--- src/rtl/control_pkg.sv ---
// control_pkg: opcode, alu_op and step encodings shared by the control unit and its bench
package control_pkg;
  localparam logic [2:0] OP_MV = 3'b000;
  localparam logic [2:0] OP_MVI = 3'b001;
  localparam logic [2:0] OP_ADD = 3'b010;
  localparam logic [2:0] OP_SUB = 3'b011;
  localparam logic [2:0] OP_MVNZ = 3'b100;
  localparam logic [2:0] OP_AND = 3'b101;
  localparam logic [1:0] ALU_ADD = 2'b00;
  localparam logic [1:0] ALU_SUB = 2'b01;
  localparam logic [1:0] ALU_AND = 2'b10;
  typedef enum logic [1:0] {T0, T1, T2, T3} step_t;
  function automatic logic is_alu(logic [2:0] op);
    return op == OP_ADD || op == OP_SUB || op == OP_AND;
  endfunction
endpackage

--- src/rtl/control_fsm_if.sv ---
// control_fsm_if: instruction source, datapath flag and datapath control bundle; master = datapath side, slave = control unit
interface control_fsm_if #(
  parameter int NUM_REGS = 8,
  localparam int REG_BITS = $clog2(NUM_REGS),
  localparam int IW = 3 + 2*REG_BITS
);
  logic run;
  logic [IW-1:0] iin;
  logic g_nonzero;
  logic [NUM_REGS-1:0] r_select;
  logic immediate_select;
  logic g_select;
  logic [NUM_REGS-1:0] r_enable;
  logic ir_enable;
  logic a_enable;
  logic g_enable;
  logic [1:0] alu_op;
  logic done;
  logic busy;
  modport master (
    output run, iin, g_nonzero,
    input r_select, immediate_select, g_select, r_enable, ir_enable, a_enable, g_enable, alu_op, done, busy
  );
  modport slave (
    input run, iin, g_nonzero,
    output r_select, immediate_select, g_select, r_enable, ir_enable, a_enable, g_enable, alu_op, done, busy
  );
endinterface

--- src/rtl/reg_decoder.sv ---
// reg_decoder: register index to one-hot (idx in, en in, onehot out), all zeros when en is low
module reg_decoder #(
  parameter int NUM_REGS = 8,
  localparam int REG_BITS = $clog2(NUM_REGS)
) (
  input  logic [REG_BITS-1:0] idx,
  input  logic en,
  output logic [NUM_REGS-1:0] onehot
);
  assign onehot = en ? {{(NUM_REGS-1){1'b0}}, 1'b1} << idx : '0;
endmodule

--- src/rtl/control_fsm.sv ---
// control_fsm: multi-cycle step FSM with internal IR (clock, reset, bus: run/iin/g_nonzero in, selects/enables/alu_op/done/busy out)
module control_fsm
  import control_pkg::*;
#(
  parameter int NUM_REGS = 8,
  localparam int REG_BITS = $clog2(NUM_REGS),
  localparam int IW = 3 + 2*REG_BITS
) (
  input logic clock,
  input logic reset,
  control_fsm_if.slave bus
);
  step_t step, step_n;
  logic [IW-1:0] ir;
  logic [2:0] op;
  logic [REG_BITS-1:0] x, y;
  logic [NUM_REGS-1:0] x_oh, y_oh;
  logic act, alu, y_sel, x_wr;
  assign op = ir[IW-1:IW-3];
  assign x = ir[IW-4:REG_BITS];
  assign y = ir[REG_BITS-1:0];
  assign act = !reset;
  assign alu = is_alu(op);
  assign y_sel = act && ((step == T1 && (op == OP_MV || op == OP_MVNZ)) || (step == T2 && alu));
  assign x_wr = act && ((step == T1 && (op == OP_MV || op == OP_MVI || (op == OP_MVNZ && bus.g_nonzero))) || step == T3);
  reg_decoder #(.NUM_REGS(NUM_REGS)) dec_x (.idx(x), .en(act), .onehot(x_oh));
  reg_decoder #(.NUM_REGS(NUM_REGS)) dec_y (.idx(y), .en(y_sel), .onehot(y_oh));
  always_ff @(posedge clock) begin
    if (reset) begin
      step <= T0;
      ir <= '0;
    end else begin
      step <= step_n;
      if (step == T0 && bus.run) ir <= bus.iin;
    end
  end
  always_comb begin
    step_n = step == T0 ? (bus.run ? T1 : T0) : step == T1 ? (alu ? T2 : T0) : step == T2 ? T3 : T0;
    bus.r_select = y_oh | (act && step == T1 && alu ? x_oh : '0);
    bus.r_enable = x_wr ? x_oh : '0;
    bus.immediate_select = act && step == T1 && op == OP_MVI;
    bus.g_select = act && step == T3;
    bus.ir_enable = act && step == T0 && bus.run;
    bus.a_enable = act && step == T1 && alu;
    bus.g_enable = act && step == T2;
    bus.alu_op = act && step == T2 ? (op == OP_SUB ? ALU_SUB : op == OP_AND ? ALU_AND : ALU_ADD) : ALU_ADD;
    bus.done = act && ((step == T1 && !alu) || step == T3);
    bus.busy = act && step != T0;
  end
endmodule
--- src/flat_wrapper.sv ---
// flat-port wrapper written by rule: the top's interface ports become plain ports
module control_fsm_flat import control_pkg::*;
#(
  parameter int NUM_REGS = 8,
  localparam int REG_BITS = $clog2(NUM_REGS),
  localparam int IW = 3 + 2*REG_BITS
)
  (clock, reset, bus_run, bus_iin, bus_g_nonzero, bus_r_select, bus_immediate_select, bus_g_select, bus_r_enable, bus_ir_enable, bus_a_enable, bus_g_enable, bus_alu_op, bus_done, bus_busy);
  control_fsm_if #(.NUM_REGS(NUM_REGS)) bus_i ();
  input logic clock;
  input logic reset;
  input wire logic [$bits(bus_i.run)-1:0] bus_run;
  input wire logic [$bits(bus_i.iin)-1:0] bus_iin;
  input wire logic [$bits(bus_i.g_nonzero)-1:0] bus_g_nonzero;
  output wire logic [$bits(bus_i.r_select)-1:0] bus_r_select;
  output wire logic [$bits(bus_i.immediate_select)-1:0] bus_immediate_select;
  output wire logic [$bits(bus_i.g_select)-1:0] bus_g_select;
  output wire logic [$bits(bus_i.r_enable)-1:0] bus_r_enable;
  output wire logic [$bits(bus_i.ir_enable)-1:0] bus_ir_enable;
  output wire logic [$bits(bus_i.a_enable)-1:0] bus_a_enable;
  output wire logic [$bits(bus_i.g_enable)-1:0] bus_g_enable;
  output wire logic [$bits(bus_i.alu_op)-1:0] bus_alu_op;
  output wire logic [$bits(bus_i.done)-1:0] bus_done;
  output wire logic [$bits(bus_i.busy)-1:0] bus_busy;
  assign bus_i.run = bus_run;
  assign bus_i.iin = bus_iin;
  assign bus_i.g_nonzero = bus_g_nonzero;
  assign bus_r_select = bus_i.r_select;
  assign bus_immediate_select = bus_i.immediate_select;
  assign bus_g_select = bus_i.g_select;
  assign bus_r_enable = bus_i.r_enable;
  assign bus_ir_enable = bus_i.ir_enable;
  assign bus_a_enable = bus_i.a_enable;
  assign bus_g_enable = bus_i.g_enable;
  assign bus_alu_op = bus_i.alu_op;
  assign bus_done = bus_i.done;
  assign bus_busy = bus_i.busy;
  control_fsm #(.NUM_REGS(NUM_REGS)) u_core (.clock(clock), .reset(reset), .bus(bus_i));
endmodule
--- config.mk ---
export PLATFORM = sky130hd
export DESIGN_NAME = control_fsm_flat
export DESIGN_NICKNAME = d
export VERILOG_FILES = /design/src/rtl/control_pkg.sv /design/src/rtl/control_fsm_if.sv /design/src/rtl/reg_decoder.sv /design/src/rtl/control_fsm.sv /design/src/flat_wrapper.sv
export SDC_FILE = /design/constraint.sdc
export NUM_CORES = 1
export LEC_CHECK = 0
export ABC_AREA = 1
export CORE_MARGIN = 5
export CORE_UTILIZATION = 39
export CTS_CLUSTER_SIZE = 14
export DETAILED_ROUTE_END_ITERATION = 8
export PLACE_DENSITY = 0.81
export SLEW_MARGIN = 40
export SYNTH_ARGS = -nofsm -noshare
export SYNTH_HDL_FRONTEND = slang
export SYNTH_SLANG_ARGS = --single-unit
--- constraint.sdc ---
create_clock -name clock -period 1.9 [get_ports clock]
set_input_delay 0.57 -clock clock [delete_from_list [all_inputs] [get_ports clock]]
set_output_delay 0.57 -clock clock [all_outputs]
set_load 0.02 [all_outputs]
==> PnR_summary.wiki <==
{| class="wikitable"
! Metric !! Value
|-
| Die Width || 54.78 um
|-
| Critical Path, Cell by Cell || buf_8, buf_6, nor3_4, nand2_2, nand2_4, nand2_1, nand2_2, buf_6
|-
| Most frequent standard cell in the layout excluding fill and tap cells || sky130_fd_sc_hd__buf_6
|-
| Post-synthesis cell type with the largest combined area || sky130_fd_sc_hd__dfxtp_1
|-
| Setup-failing EPs final || 23
|-
| Number of flip-flops and latches in the synthesized netlist || 11
|-
| Synth top area cells || sky130_fd_sc_hd__dfxtp_1 28%, sky130_fd_sc_hd__nand2_1 17%, sky130_fd_sc_hd__a21oi_1 12%
|-
| Endpoint arrival time on the critical path || 1.64 ns
|-
| Lkg Pwr || roughly 0.78 nW
|-
| Number of pins exceeding their max-slew limit in the final report || 0
|-
| DRC errors left || 0
|-
| Psw || about 380 uW
|-
| Hold depth || 2
|-
| Most frequent cells in the layout || 28 x sky130_fd_sc_hd__buf_6, 26 x sky130_fd_sc_hd__buf_4, 18 x sky130_fd_sc_hd__nand2_1, 17 x sky130_fd_sc_hd__nand2_2, 14 x sky130_fd_sc_hd__inv_1
|-
| I/O pin cnt || 38
|-
| Kind of capture point of the worst setup path || output pin
|-
| Internal reg-to-reg setup slack || 0.36 ns
|-
| Final std cells w/o fill || between 200 and 250
|-
| Cts bufs inserted || 3
|-
| Power share of the sequential group || 0.322
|-
| Power density relative to cell area || between 500 and 600 nW/um^2
|-
| Y dimension of the die || 54.78 um
|-
| Slowest cell on crit path || sky130_fd_sc_hd__nor3_4
|-
| Startpoint of the most critical setup path || reset
|-
| Total grt overflow || 0
|-
| Synth-to-Final Area Change || 125.1%
|-
| Slew at the pin closest to its max-slew limit || ~0.41 ns
|-
| Hold_ws || 0.5499 ns
|-
| Minimum setup slack after placement || -1.116 ns
|-
| Peak supply drop || roughly 0.56 mV
|-
| RSZ-0062 raised after global routing || yes
|-
| Hold crit path type || register to register
|-
| Critical-path maximum fanout || 8
|-
| Cells after DPL || about 220
|-
| Final design utilization || 0.9066
|-
| Reg-to-reg critical path endpoint || u_core.ir[5]
|-
| Worst rel slew slack || 0.7240
|-
| Number of sinks driven by the clock tree || 11
|-
| Avg WL per Cell || slightly above 20 um
|-
| Clock power frac || 0.184
|-
| Port Buf Inserts || 37
|-
| Beginning of the worst register-to-register path || u_core.step[0]
|-
| Number of antenna violations at the first check in global routing || 0
|-
| Vias in the first global route || approximately 1200
|-
| Overall fraction of global-route tracks in use || 0.2624
|-
| Worst-case hold path end point || u_core.ir[4]
|-
| Maximum number of buffers from clock root to sink || 2
|-
| Via total after detailed routing || 1393
|-
| Clock slew at the register clock pins of the worst setup and hold paths || 0.07 ns
|-
| Top-area cell type share of the netlist area || 0.2816
|-
| Required time worst endpoint || 1.33 ns
|-
| Fraction of final layout cells with drive strength greater than 1 || 0.5392
|-
| Area of the mapped netlist || 782.0 um^2
|-
| Total core area || around 2000 um^2
|-
| Antenna Cells || 0
|-
| Clk Latency, worst-skew pair || roughly 0.28 ns
|-
| Period minus WS final || 2.205 ns
|-
| Final Wtd Congestion || approximately 0.8
|-
| Post-synth cell types || 15
|-
| Placement Rows || 16
|-
| Skew final || 0.01022 ns
|-
| Synthesized area per cell || between 5 and 6 um^2
|-
| FMAX || 453.5 MHz
|-
| Sum of net half-perimeters after detailed placement || about 2300 um
|-
| Sequential-to-total area share from yosys stat || 0.2816
|-
| Starting density of the core || 0.4027
|-
| Hold Crit Start || u_core.ir[4]
|-
| Clock tree from TritonCTS || yes
|-
| Violations in the final reports || setup timing
|-
| Hold Vio Cnt, Final || 0
|-
| Final worst-path setup slack || -0.3050 ns
|-
| Number of nets with antenna violations after routing || 0
|-
| Router iterations before antenna repair || 5
|-
| Number of nets at the end of the flow || 218
|-
| Aggregate routed wire length || ~4700 um
|-
| Die area || between 3000 and 4000 um^2
|-
| Internal Dissipation || 534.8 uW
|-
| Share of the cycle needed by the critical path after routing || 1.161
|-
| Depth of the worst register-to-register path || 9
|-
| Combinational group share of total power || 0.494
|-
| Number of buffers added to fix hold violations after cts || 0
|-
| Startpoint type of the worst setup path || primary input
|-
| Max stage delay on crit path || between 0.2 and 0.25 ns
|-
| Status || complete, but fails checks
|-
| Switching Fraction || 0.4176
|-
| Post-synth net total || 146
|-
| Clock tree root buffer cell || sky130_fd_sc_hd__clkbuf_4
|-
| Iter 0 DRT Violations || ~110
|-
| Count of mapped cells out of synthesis || roughly 130
|-
| Largest net degree at the start of global routing || 20
|-
| Category of the critical setup timing path || primary input to output pin
|-
| Number of warnings printed during yosys synthesis || 0
|-
| H-tree depth || 1
|-
| Max-cap violations || 0
|-
| Via density per instance || roughly 6
|-
| Global-route wire length before repair || about 5500 um
|}
## per-layer routing
| layer | global-route usage | part of all wire | vias to the layer above |
|---|---|---|---|
| li1 | - | - | 585 |
| met1 | 0.2516 | 0.32 | 635 |
| met2 | 0.4961 | 0.50 | 130 |
| met3 | 0.05177 | 0.098 | 43 |
| met4 | 0.1701 | 0.078 | 0 |
| met5 | 0 | 0 | - |
## per-stage QoR
step	TNS (ns)	instance area (um^2)	power, mW
5_1_grt	-5.189	1760	0.9681
2_1_floorplan	-0.3036	954.7	0.4762
3_3_place_gp	-23.53	1501	0.6190
3_5_place_dp	-24.78	1501	0.6334
4_1_cts	-2.177	1659	0.8374
6_report	-3.958	1760	0.9184
## flip-flops by register name, indices dropped and copies added (netlist names)
name         flops
u_core.ir        9
u_core.step      2
## power groups by stage
stage / combinational [mW] / clock [mW] / sequential, mW
global placement: 0.332 / 0 / 0.287
floorplan: 0.184 / 0 / 0.292
CTS: 0.383 / 0.167 / 0.287
finish: 0.454 / 0.169 / 0.296
global route: 0.483 / 0.188 / 0.297
detailed placement: 0.343 / 0 / 0.290
## synth_stat cells
library cell	n
sky130_fd_sc_hd__nand2_1	36
sky130_fd_sc_hd__a21oi_1	18
sky130_fd_sc_hd__inv_1	16
sky130_fd_sc_hd__dfxtp_1	11
sky130_fd_sc_hd__nor3_1	10
sky130_fd_sc_hd__o21ai_0	10
sky130_fd_sc_hd__nor2_1	9
sky130_fd_sc_hd__nand4_1	8
sky130_fd_sc_hd__nand3_1	5
sky130_fd_sc_hd__buf_2	3
sky130_fd_sc_hd__inv_2	2
sky130_fd_sc_hd__nor3_2	2
sky130_fd_sc_hd__buf_4	1
sky130_fd_sc_hd__nand2_2	1
sky130_fd_sc_hd__nor2_4	1
## kinds of logic (layout without fill, tap and decap cells)
| family | after synthesis | count (layout) | synth area share |
|---|---|---|---|
| AO/OA/AOI/OAI | 28 | 28 | 0.1792 |
| buffers and inverters | 22 | 93 | 0.1152 |
| flip-flops | 11 | 11 | 0.2816 |
| AND/OR/NAND/NOR | 72 | 72 | 0.4240 |
## final cells by class
cell class                 instances  area [um^2]
multi-input combinational        100        705.7
timing repair buffer              71        691.9
sequential                        11        230.2
clock buffer                       4        26.28
tap                               27        33.78
inverter                          18        72.57
fill                              85        181.4
## critical path: cells and delay by family
family	cells	cell delay, ns
buffers and inverters	3	0.35
and+or+nand+nor	5	0.71
## what timing repair did
| action | in CTS | in global routing |
|---|---|---|
| resized for setup | 167 | 23 |
| buffers inserted | 5 | 4 |
| pin swaps | 20 | 9 |
| setup endpoints to repair | 25 | 25 |
| cloned | 1 | 0 |
## how the worst max path moves through the flow
stage | to | slack, ns
after floorplan | bus_r_enable[0] | -0.03
after global placement | bus_r_enable[7] | -1.06
after detailed placement | bus_r_enable[2] | -1.12
after CTS | bus_alu_op[0] | -0.14
after global routing | bus_r_select[0] | -0.34
final | bus_r_select[0] | -0.31
Note: power is estimated with default switching activity, not from simulation.
